$ cat src/rtl/busqueda_pkg.sv
// Shared definitions for the instruction-fetch stage: state encoding and
// default parameter values.
package busqueda_pkg;

  localparam int          ANCHO_DEF      = 32;
  localparam logic [31:0] RESET_PC_DEF   = 32'h0000_0000;
  localparam int          INCREMENTO_DEF = 4;

  typedef enum logic [1:0] {
    IDLE  = 2'd0,
    FETCH = 2'd1,
    OUT   = 2'd2
  } estado_t;

endpackage

$ cat src/rtl/reg_if_id.sv
// IF/ID output register: captures {instruction, PC} on load, drops valid on
// clear and holds its contents otherwise.
module reg_if_id #(
  parameter int ANCHO = 32
) (
  input  logic             clk,
  input  logic             rst_n,
  input  logic             i_cargar,
  input  logic             i_limpiar,
  input  logic [ANCHO-1:0] i_data,
  input  logic [ANCHO-1:0] i_pc,
  output logic             o_valid,
  output logic [ANCHO-1:0] o_data,
  output logic [ANCHO-1:0] o_pc
);

  logic             r_valid;
  logic [ANCHO-1:0] r_data;
  logic [ANCHO-1:0] r_pc;

  // Load wins over clear; the controller never asserts both together.
  always_ff @(posedge clk or negedge rst_n) begin
    if (!rst_n) begin
      r_valid <= 1'b0;
      r_data  <= '0;
      r_pc    <= '0;
    end else if (i_cargar) begin
      r_valid <= 1'b1;
      r_data  <= i_data;
      r_pc    <= i_pc;
    end else if (i_limpiar) begin
      r_valid <= 1'b0;
    end
  end

  assign o_valid = r_valid;
  assign o_data  = r_data;
  assign o_pc    = r_pc;

endmodule

$ cat src/rtl/unidad_busqueda.sv
// Instruction-fetch stage: drives the PC register input, fetches over req/ack
// and hands {instruction, PC} to decode. Macro UNIDAD_BUSQUEDA_STATS_EN adds counters.
module unidad_busqueda
  import busqueda_pkg::*;
#(
  parameter int               ANCHO      = ANCHO_DEF,
  parameter logic [ANCHO-1:0] RESET_PC   = ANCHO'(RESET_PC_DEF),
  parameter int               INCREMENTO = INCREMENTO_DEF
) (
  input  logic             clk,
  input  logic             rst_n,
  input  logic [ANCHO-1:0] pc_actual,
  output logic [ANCHO-1:0] pc_siguiente,
  input  logic             salto_valido,
  input  logic [ANCHO-1:0] salto_destino,
  output logic             mem_req,
  output logic [ANCHO-1:0] mem_addr,
  input  logic             mem_ack,
  input  logic [ANCHO-1:0] mem_rdata,
  output logic             inst_valid,
  input  logic             inst_ready,
  output logic [ANCHO-1:0] inst_data,
  output logic [ANCHO-1:0] inst_pc
`ifdef UNIDAD_BUSQUEDA_STATS_EN
  ,
  output logic [ANCHO-1:0] stat_espera,
  output logic [ANCHO-1:0] stat_descartes
`endif
);

  estado_t          r_estado, w_estado_sig;
  logic             r_descartar, w_descartar_sig;
  logic [ANCHO-1:0] r_mem_addr;
  logic             w_cargar, w_limpiar, w_descarta_ack;

  always_ff @(posedge clk or negedge rst_n) begin
    if (!rst_n) begin
      r_estado    <= IDLE;
      r_descartar <= 1'b0;
      r_mem_addr  <= '0;
    end else begin
      r_estado    <= w_estado_sig;
      r_descartar <= w_descartar_sig;
      if (r_estado == IDLE) r_mem_addr <= pc_actual;
    end
  end

  always_comb begin
    w_estado_sig    = r_estado;
    w_descartar_sig = r_descartar;
    w_cargar        = 1'b0;
    w_limpiar       = 1'b0;
    w_descarta_ack  = 1'b0;
    pc_siguiente    = pc_actual;
    case (r_estado)
      IDLE: if (!salto_valido) w_estado_sig = FETCH;
      FETCH: begin
        if (mem_ack) begin
          // A redirect arriving with the ack makes this word stale too.
          if (r_descartar || salto_valido) begin
            w_descarta_ack  = 1'b1;
            w_descartar_sig = 1'b0;
            w_estado_sig    = IDLE;
          end else begin
            w_cargar     = 1'b1;
            pc_siguiente = pc_actual + ANCHO'(INCREMENTO);
            w_estado_sig = OUT;
          end
        end else if (salto_valido) begin
          w_descartar_sig = 1'b1;
        end
      end
      OUT: begin
        if (inst_ready || salto_valido) begin
          w_limpiar    = 1'b1;
          w_estado_sig = IDLE;
        end
      end
      default: w_estado_sig = IDLE;
    endcase
    if (salto_valido) pc_siguiente = salto_destino;
    // The PC register has no reset of its own; force it from here.
    if (!rst_n) pc_siguiente = RESET_PC;
  end

  assign mem_req  = (r_estado == FETCH);
  assign mem_addr = r_mem_addr;

  reg_if_id #(.ANCHO(ANCHO)) u_reg_if_id (
    .clk       (clk),
    .rst_n     (rst_n),
    .i_cargar  (w_cargar),
    .i_limpiar (w_limpiar),
    .i_data    (mem_rdata),
    .i_pc      (r_mem_addr),
    .o_valid   (inst_valid),
    .o_data    (inst_data),
    .o_pc      (inst_pc)
  );

`ifdef UNIDAD_BUSQUEDA_STATS_EN
  logic [ANCHO-1:0] r_espera, r_descartes;

  always_ff @(posedge clk or negedge rst_n) begin
    if (!rst_n) begin
      r_espera    <= '0;
      r_descartes <= '0;
    end else begin
      if (r_estado == FETCH && !mem_ack && r_espera != '1)
        r_espera <= r_espera + ANCHO'(1);
      if (w_descarta_ack && r_descartes != '1)
        r_descartes <= r_descartes + ANCHO'(1);
    end
  end

  assign stat_espera    = r_espera;
  assign stat_descartes = r_descartes;
`endif

endmodule

$ cat config.mk
export PLATFORM = sky130hd
export DESIGN_NAME = unidad_busqueda
export DESIGN_NICKNAME = d
export VERILOG_FILES = /design/src/rtl/busqueda_pkg.sv /design/src/rtl/reg_if_id.sv /design/src/rtl/unidad_busqueda.sv
export SDC_FILE = /design/constraint.sdc
export NUM_CORES = 1
export LEC_CHECK = 0
export BUFFER_PORTS_ARGS = -buffer_cell sky130_fd_sc_hd__clkbuf_2
export CELL_PAD_IN_SITES_DETAIL_PLACEMENT = 1
export CELL_PAD_IN_SITES_GLOBAL_PLACEMENT = 2
export CORE_MARGIN = 1
export CORE_UTILIZATION = 25
export DETAILED_ROUTE_END_ITERATION = 8
export PLACE_DENSITY_LB_ADDON = 0.25
export SLEW_MARGIN = 20
export SYNTH_ARGS = -nofsm -noshare
export SYNTH_HDL_FRONTEND = slang
export SYNTH_SLANG_ARGS = --single-unit
$ cat constraint.sdc
create_clock -name clk -period 5.95 [get_ports clk]
set_clock_uncertainty 0.2 [all_clocks]
set_input_delay 0.2975 -clock clk [delete_from_list [all_inputs] [get_ports clk]]
set_output_delay 0.2975 -clock clk [all_outputs]
set_load 0.02 [all_outputs]
**Word level (Yosys, flattened, before mapping)**

Index checks and enable logic that the tools add are counted.

- $add $sub $neg: 1
- Eq/ne operators: 6
- Muxes and demuxes: 20
- Reduce and logical (&&, ||, !) cells: 7

Operators by type and width:

| kind | number |
|---|---|
| 2-to-1 mux 32 bit | 5 |
| adder 32 x 3 -> 32 bit (second input constant) | 1 |
| 2-to-1 mux 1 bit | 10 |
| 2-to-1 mux 2 bit | 4 |
| case mux 2 bit (3 select lines) | 1 |
| AND reduction 3 bit | 2 |
| inequality test 2 x 1 -> 1 bit (second input constant) | 2 |
| inequality test 2 bit (second input constant) | 2 |
| nonzero test 2 bit | 2 |
| == test 2 x 1 -> 1 bit (second input constant) | 1 |
| == test 2 bit (second input constant) | 1 |
| zero test 2 bit | 1 |
| logical OR 1 bit | 2 |

- Register bits after elaboration: 100
- Input bits: 101
- Output and inout bits: 130
- Word-level logic and storage cells: 40

**Logic depth before layout (Yosys ltp)**

- Word-level depth: 6
- Depth in mapped cells: 7
- Mapped depth without buffers: 5

**Hierarchy**

Synthesis repeated with hierarchy kept, for this count alone.

- Cells, all modules: 444
- Area total of the unflattened synthesis: 5263.8 um^2

Modules (own cells, without submodules):

| module | times used | cells an instance | area an instance (um^2) | sequential area each (um^2) |
|---|---|---|---|---|
| unidad_busqueda | 1 | 306 | 2648.8 | 875.8 |
| reg_if_id | 1 | 138 | 2615.0 | 1626.6 |

**Worst setup path before layout**

No wires, ideal clock.

- Path kind: input port to output port
- Start point: in pc_actual[2]
- End point: out pc_siguiente[24]
- Arrival time: 2.223 ns
- Data required time: 5.453 ns
- Slack: 3.229 ns
- Cell stages on the path: 6
- Buffers on the path: 1
- Cells stage by stage: ha_1 -> nand4_2 -> or4_1 -> buf_2 -> or4_1 -> a31oi_1

- Longest elaborated chain between the ends: 6

RTL lines:

| item | line | RTL |
|---|---|---|
| start, declared | unidad_busqueda.sv:12 | `input logic [ANCHO-1:0] pc_actual,` |
| adder 32 x 3 -> 32 bit | unidad_busqueda.sv:66 | `pc_siguiente = pc_actual + ANCHO'(INCREMENTO);` |
| 2-to-1 mux 32 bit | unidad_busqueda.sv:60 | `if (r_descartar \|\| salto_valido) begin` |
| 2-to-1 mux 32 bit | unidad_busqueda.sv:58 | `if (mem_ack) begin` |
| 2-to-1 mux 32 bit | unidad_busqueda.sv:55 | `case (r_estado)` |
| 2-to-1 mux 32 bit | unidad_busqueda.sv:81 | `if (salto_valido) pc_siguiente = salto_destino;` |
| 2-to-1 mux 32 bit | unidad_busqueda.sv:83 | `if (!rst_n) pc_siguiente = RESET_PC;` |
| end, declared | unidad_busqueda.sv:13 | `output logic [ANCHO-1:0] pc_siguiente,` |

Every way passes these cells.

**Worst setup path after layout**

- Start point: in mem_ack
- End point: out pc_siguiente[31]

- Longest elaborated chain between the ends: 4

RTL lines:

| item | line | RTL |
|---|---|---|
| start, declared | unidad_busqueda.sv:18 | `input logic mem_ack,` |
| 2-to-1 mux 32 bit | unidad_busqueda.sv:58 |  |
| 2-to-1 mux 32 bit | unidad_busqueda.sv:55 |  |
| 2-to-1 mux 32 bit | unidad_busqueda.sv:81 |  |
| 2-to-1 mux 32 bit | unidad_busqueda.sv:83 |  |

Every way passes these cells.

==> flow_summary.toml <==
[global_routing]
grt_first_pass_wirelength_um = 27810
antenna_found_initial = 2
grt_usage = 0.1811
grt_start_max_net_pins = 79
grt_pass1_vias = 4863
overflow = 0

[placed_design]
gp_congestion = 0.7477
port_buffers = 230
hpwl_um = 13000
placed_area_um2 = 6396

[clock_network]
cts_buffers = 9
cts_tree = "built"
clk_pin_slew_worst_paths_ps = 80
numClockSinks = 100
root_buffer = "clkbuf_16"
postCtsSetupRepairBufs = 0
htreeDepth = 3
cts.repair.resized = 0
hold_buffers = 36
cts_buffer_depth = 2
clkLatencyLatePin_ps = 360

[timing]
holdWs_ps = 22.46
fin_crit_ps = 3549
finalSetupTns_ps = 0
rsz0062_at_grt = "no"
final_hold_viol_count = 0
relSlewSlack = 0.3817
fmax_ghz = 0.2817
setup_viol = 0
slew_violations = 0
worst_slew_pin_slew_ps = 921.7
finalCritPeriodShare = 0.5965

[min_path]
hold_path.class = "in2reg"

[drt]
vias_per_cell = 4.887
ant_nets = 0
drc = 0
wire_per_inst_um = 19.03
vias = 4643
first_pass_iters = 4
drtIter0Drc = 178
wl_um = 18080

[critical_path]
worstPathRequired_ps = 5450
cpLargestDelayFamily = "simple AND/OR/NAND/NOR gates"
cp_data_arrival_time_ps = 3050
cp_cell_sequence = "dlygate4sd3_1, clkbuf_2, nand4bb_4, or4_1, or4_1, a31oi_1, clkbuf_2"
crit_path_max_incr_delay_ps = 840
end_kind = "output port"
cp_num_buf_inv = 3
crit_fanout = 14
critical_path_class = "in2out"
worstSetupStartpointType = "primary input"
slowest_stage = "or4_1"

[synth]
ys_types = 50
ys_top_cells_by_area = "dfrtp_1, mux2_2, o21ai_0"
synth_flop_cell = "dfrtp_1"
synth_nets = 529
synthCells = 427
synth_seq_cells = 100
synthesis.area_um2 = 5022
synth.avg_cell_area_um2 = 11.76
netlist.area_leader.share = 0.4983
synth.largest_area_cell = "dfrtp_1"
seq_area_frac_synth = 0.4983
ys_warn_count = 0
async_reset_ff_frac = 1.000
synth_edf_count = 0

[layout]
final_nets = 782
postLayoutCellArea_um2 = 7101
multi_input_area_um2 = 2364
drive_above_1_share = 0.5226
antenna_cells = 0
register_area_um2 = 2502
layout_commonest_cell = "clkbuf_2"
area_growth_pct = 41.38
fillers = 2261
mostFrequentLayoutCells = "clkbuf_2, dfrtp_1, mux2_2"

[floorplanning]
coreArea_um2 = 19590
io_pins = 231
die_area_um2 = 20660
die_h_um = 143.7
die_w_um = 143.7
rows = 51
start_util = 0.2564

[power_and_ir_drop]
power_per_cell_area_nw_per_um2 = 473.9
ir_drop_uv = 214.7
leakage_nw = 3.185
p_total_w = 0.003365

[run]
maxCapViolations = 0

[run_status]
status = "finished, final reports clean"
==> power breakdown <==
| group | internal, W | switching, W | leakage (nW) |
|---|---|---|---|
| Clock | 0.000337 | 0.000299 | 0.151 |
| Sequential | 0.00102 | 0.000221 | 1.19 |
| Combinational | 0.000621 | 0.000864 | 1.85 |
| Total | 0.00198 | 0.00138 | 3.19 |
==> through the flow <==
step           setup WS, ps  utilization  std cells
6_report               2401       0.3625        950
2_1_floorplan          3229            -        427
3_3_place_gp           2684       0.3265        897
5_1_grt                2221       0.3625        950
3_5_place_dp           2631       0.3265        897
4_1_cts                2379       0.3611        949
==> sequential cells by signal (all words and copies together), names as in the netlist <==
register	count
mem_addr	32
u_reg_if_id.o_data	32
u_reg_if_id.o_pc	32
r_estado	2
r_descartar	1
u_reg_if_id.o_valid	1
==> cell type report <==
class                   count  share of cell area
multi-input cells         294              0.3329
clock buffers               9             0.03172
repair buffers            270              0.2208
inverters                   5            0.002643
flip-flops and latches    100              0.3524
clock inverters             7             0.01286
well taps                 265             0.04670
==> synth_stat cells, drive strengths merged (5+ instances only) <==
cell type and number:
dfrtp 100, mux2 96, o21ai 29, nand3 18, or4 18, nand2 16, buf 14, a31oi 13
nand4 13, clkbuf 12, nor2 12, o31ai 11, a21oi 10, nor4 7, nor2b 5, or3 5
xnor2 5
==> logic make-up (layout without fill, tap and decap cells) <==
logic type | after synthesis | in the layout | share of synthesized area
simple gates | 111 | 111 | 0.1378
flops | 100 | 100 | 0.4983
mux | 98 | 98 | 0.2192
compound gates | 76 | 76 | 0.09417
buf+inv | 33 | 291 | 0.03413
xor+xnor | 8 | 8 | 0.01395
fa+ha+maj | 1 | 1 | 0.002491
==> final timing paths <==
check                                                startpoint                            endpoint  slack (ps)  depth (start not counted)
worst min-delay path                              pc_actual[31]            mem_addr[31]$_DFFE_PN0P_          20                          2
min in group asynchronous                                 rst_n  u_reg_if_id.o_data[15]$_DFFE_PN0P_         310                          2
worst max-delay path                                    mem_ack                    pc_siguiente[31]        2400                          7
worst min register to register  u_reg_if_id.o_pc[5]$_DFFE_PN0P_     u_reg_if_id.o_pc[5]$_DFFE_PN0P_         310                          1
max in group asynchronous                                 rst_n             r_descartar$_DFFE_PN0P_        4050                          3
worst max register to register          r_estado[1]$_DFFE_PN0P_   u_reg_if_id.o_data[4]$_DFFE_PN0P_        2960                          4
==> layer usage <==
layer,routed length (µm),vias to the layer above,global-route usage
met5,11,-,0
met4,346,2,0.06775
met3,1388,21,0.05798
met2,8850,162,0.3030
met1,7484,2336,0.2160
li1,-,2122,-
(Power assumes the default switching activity.)
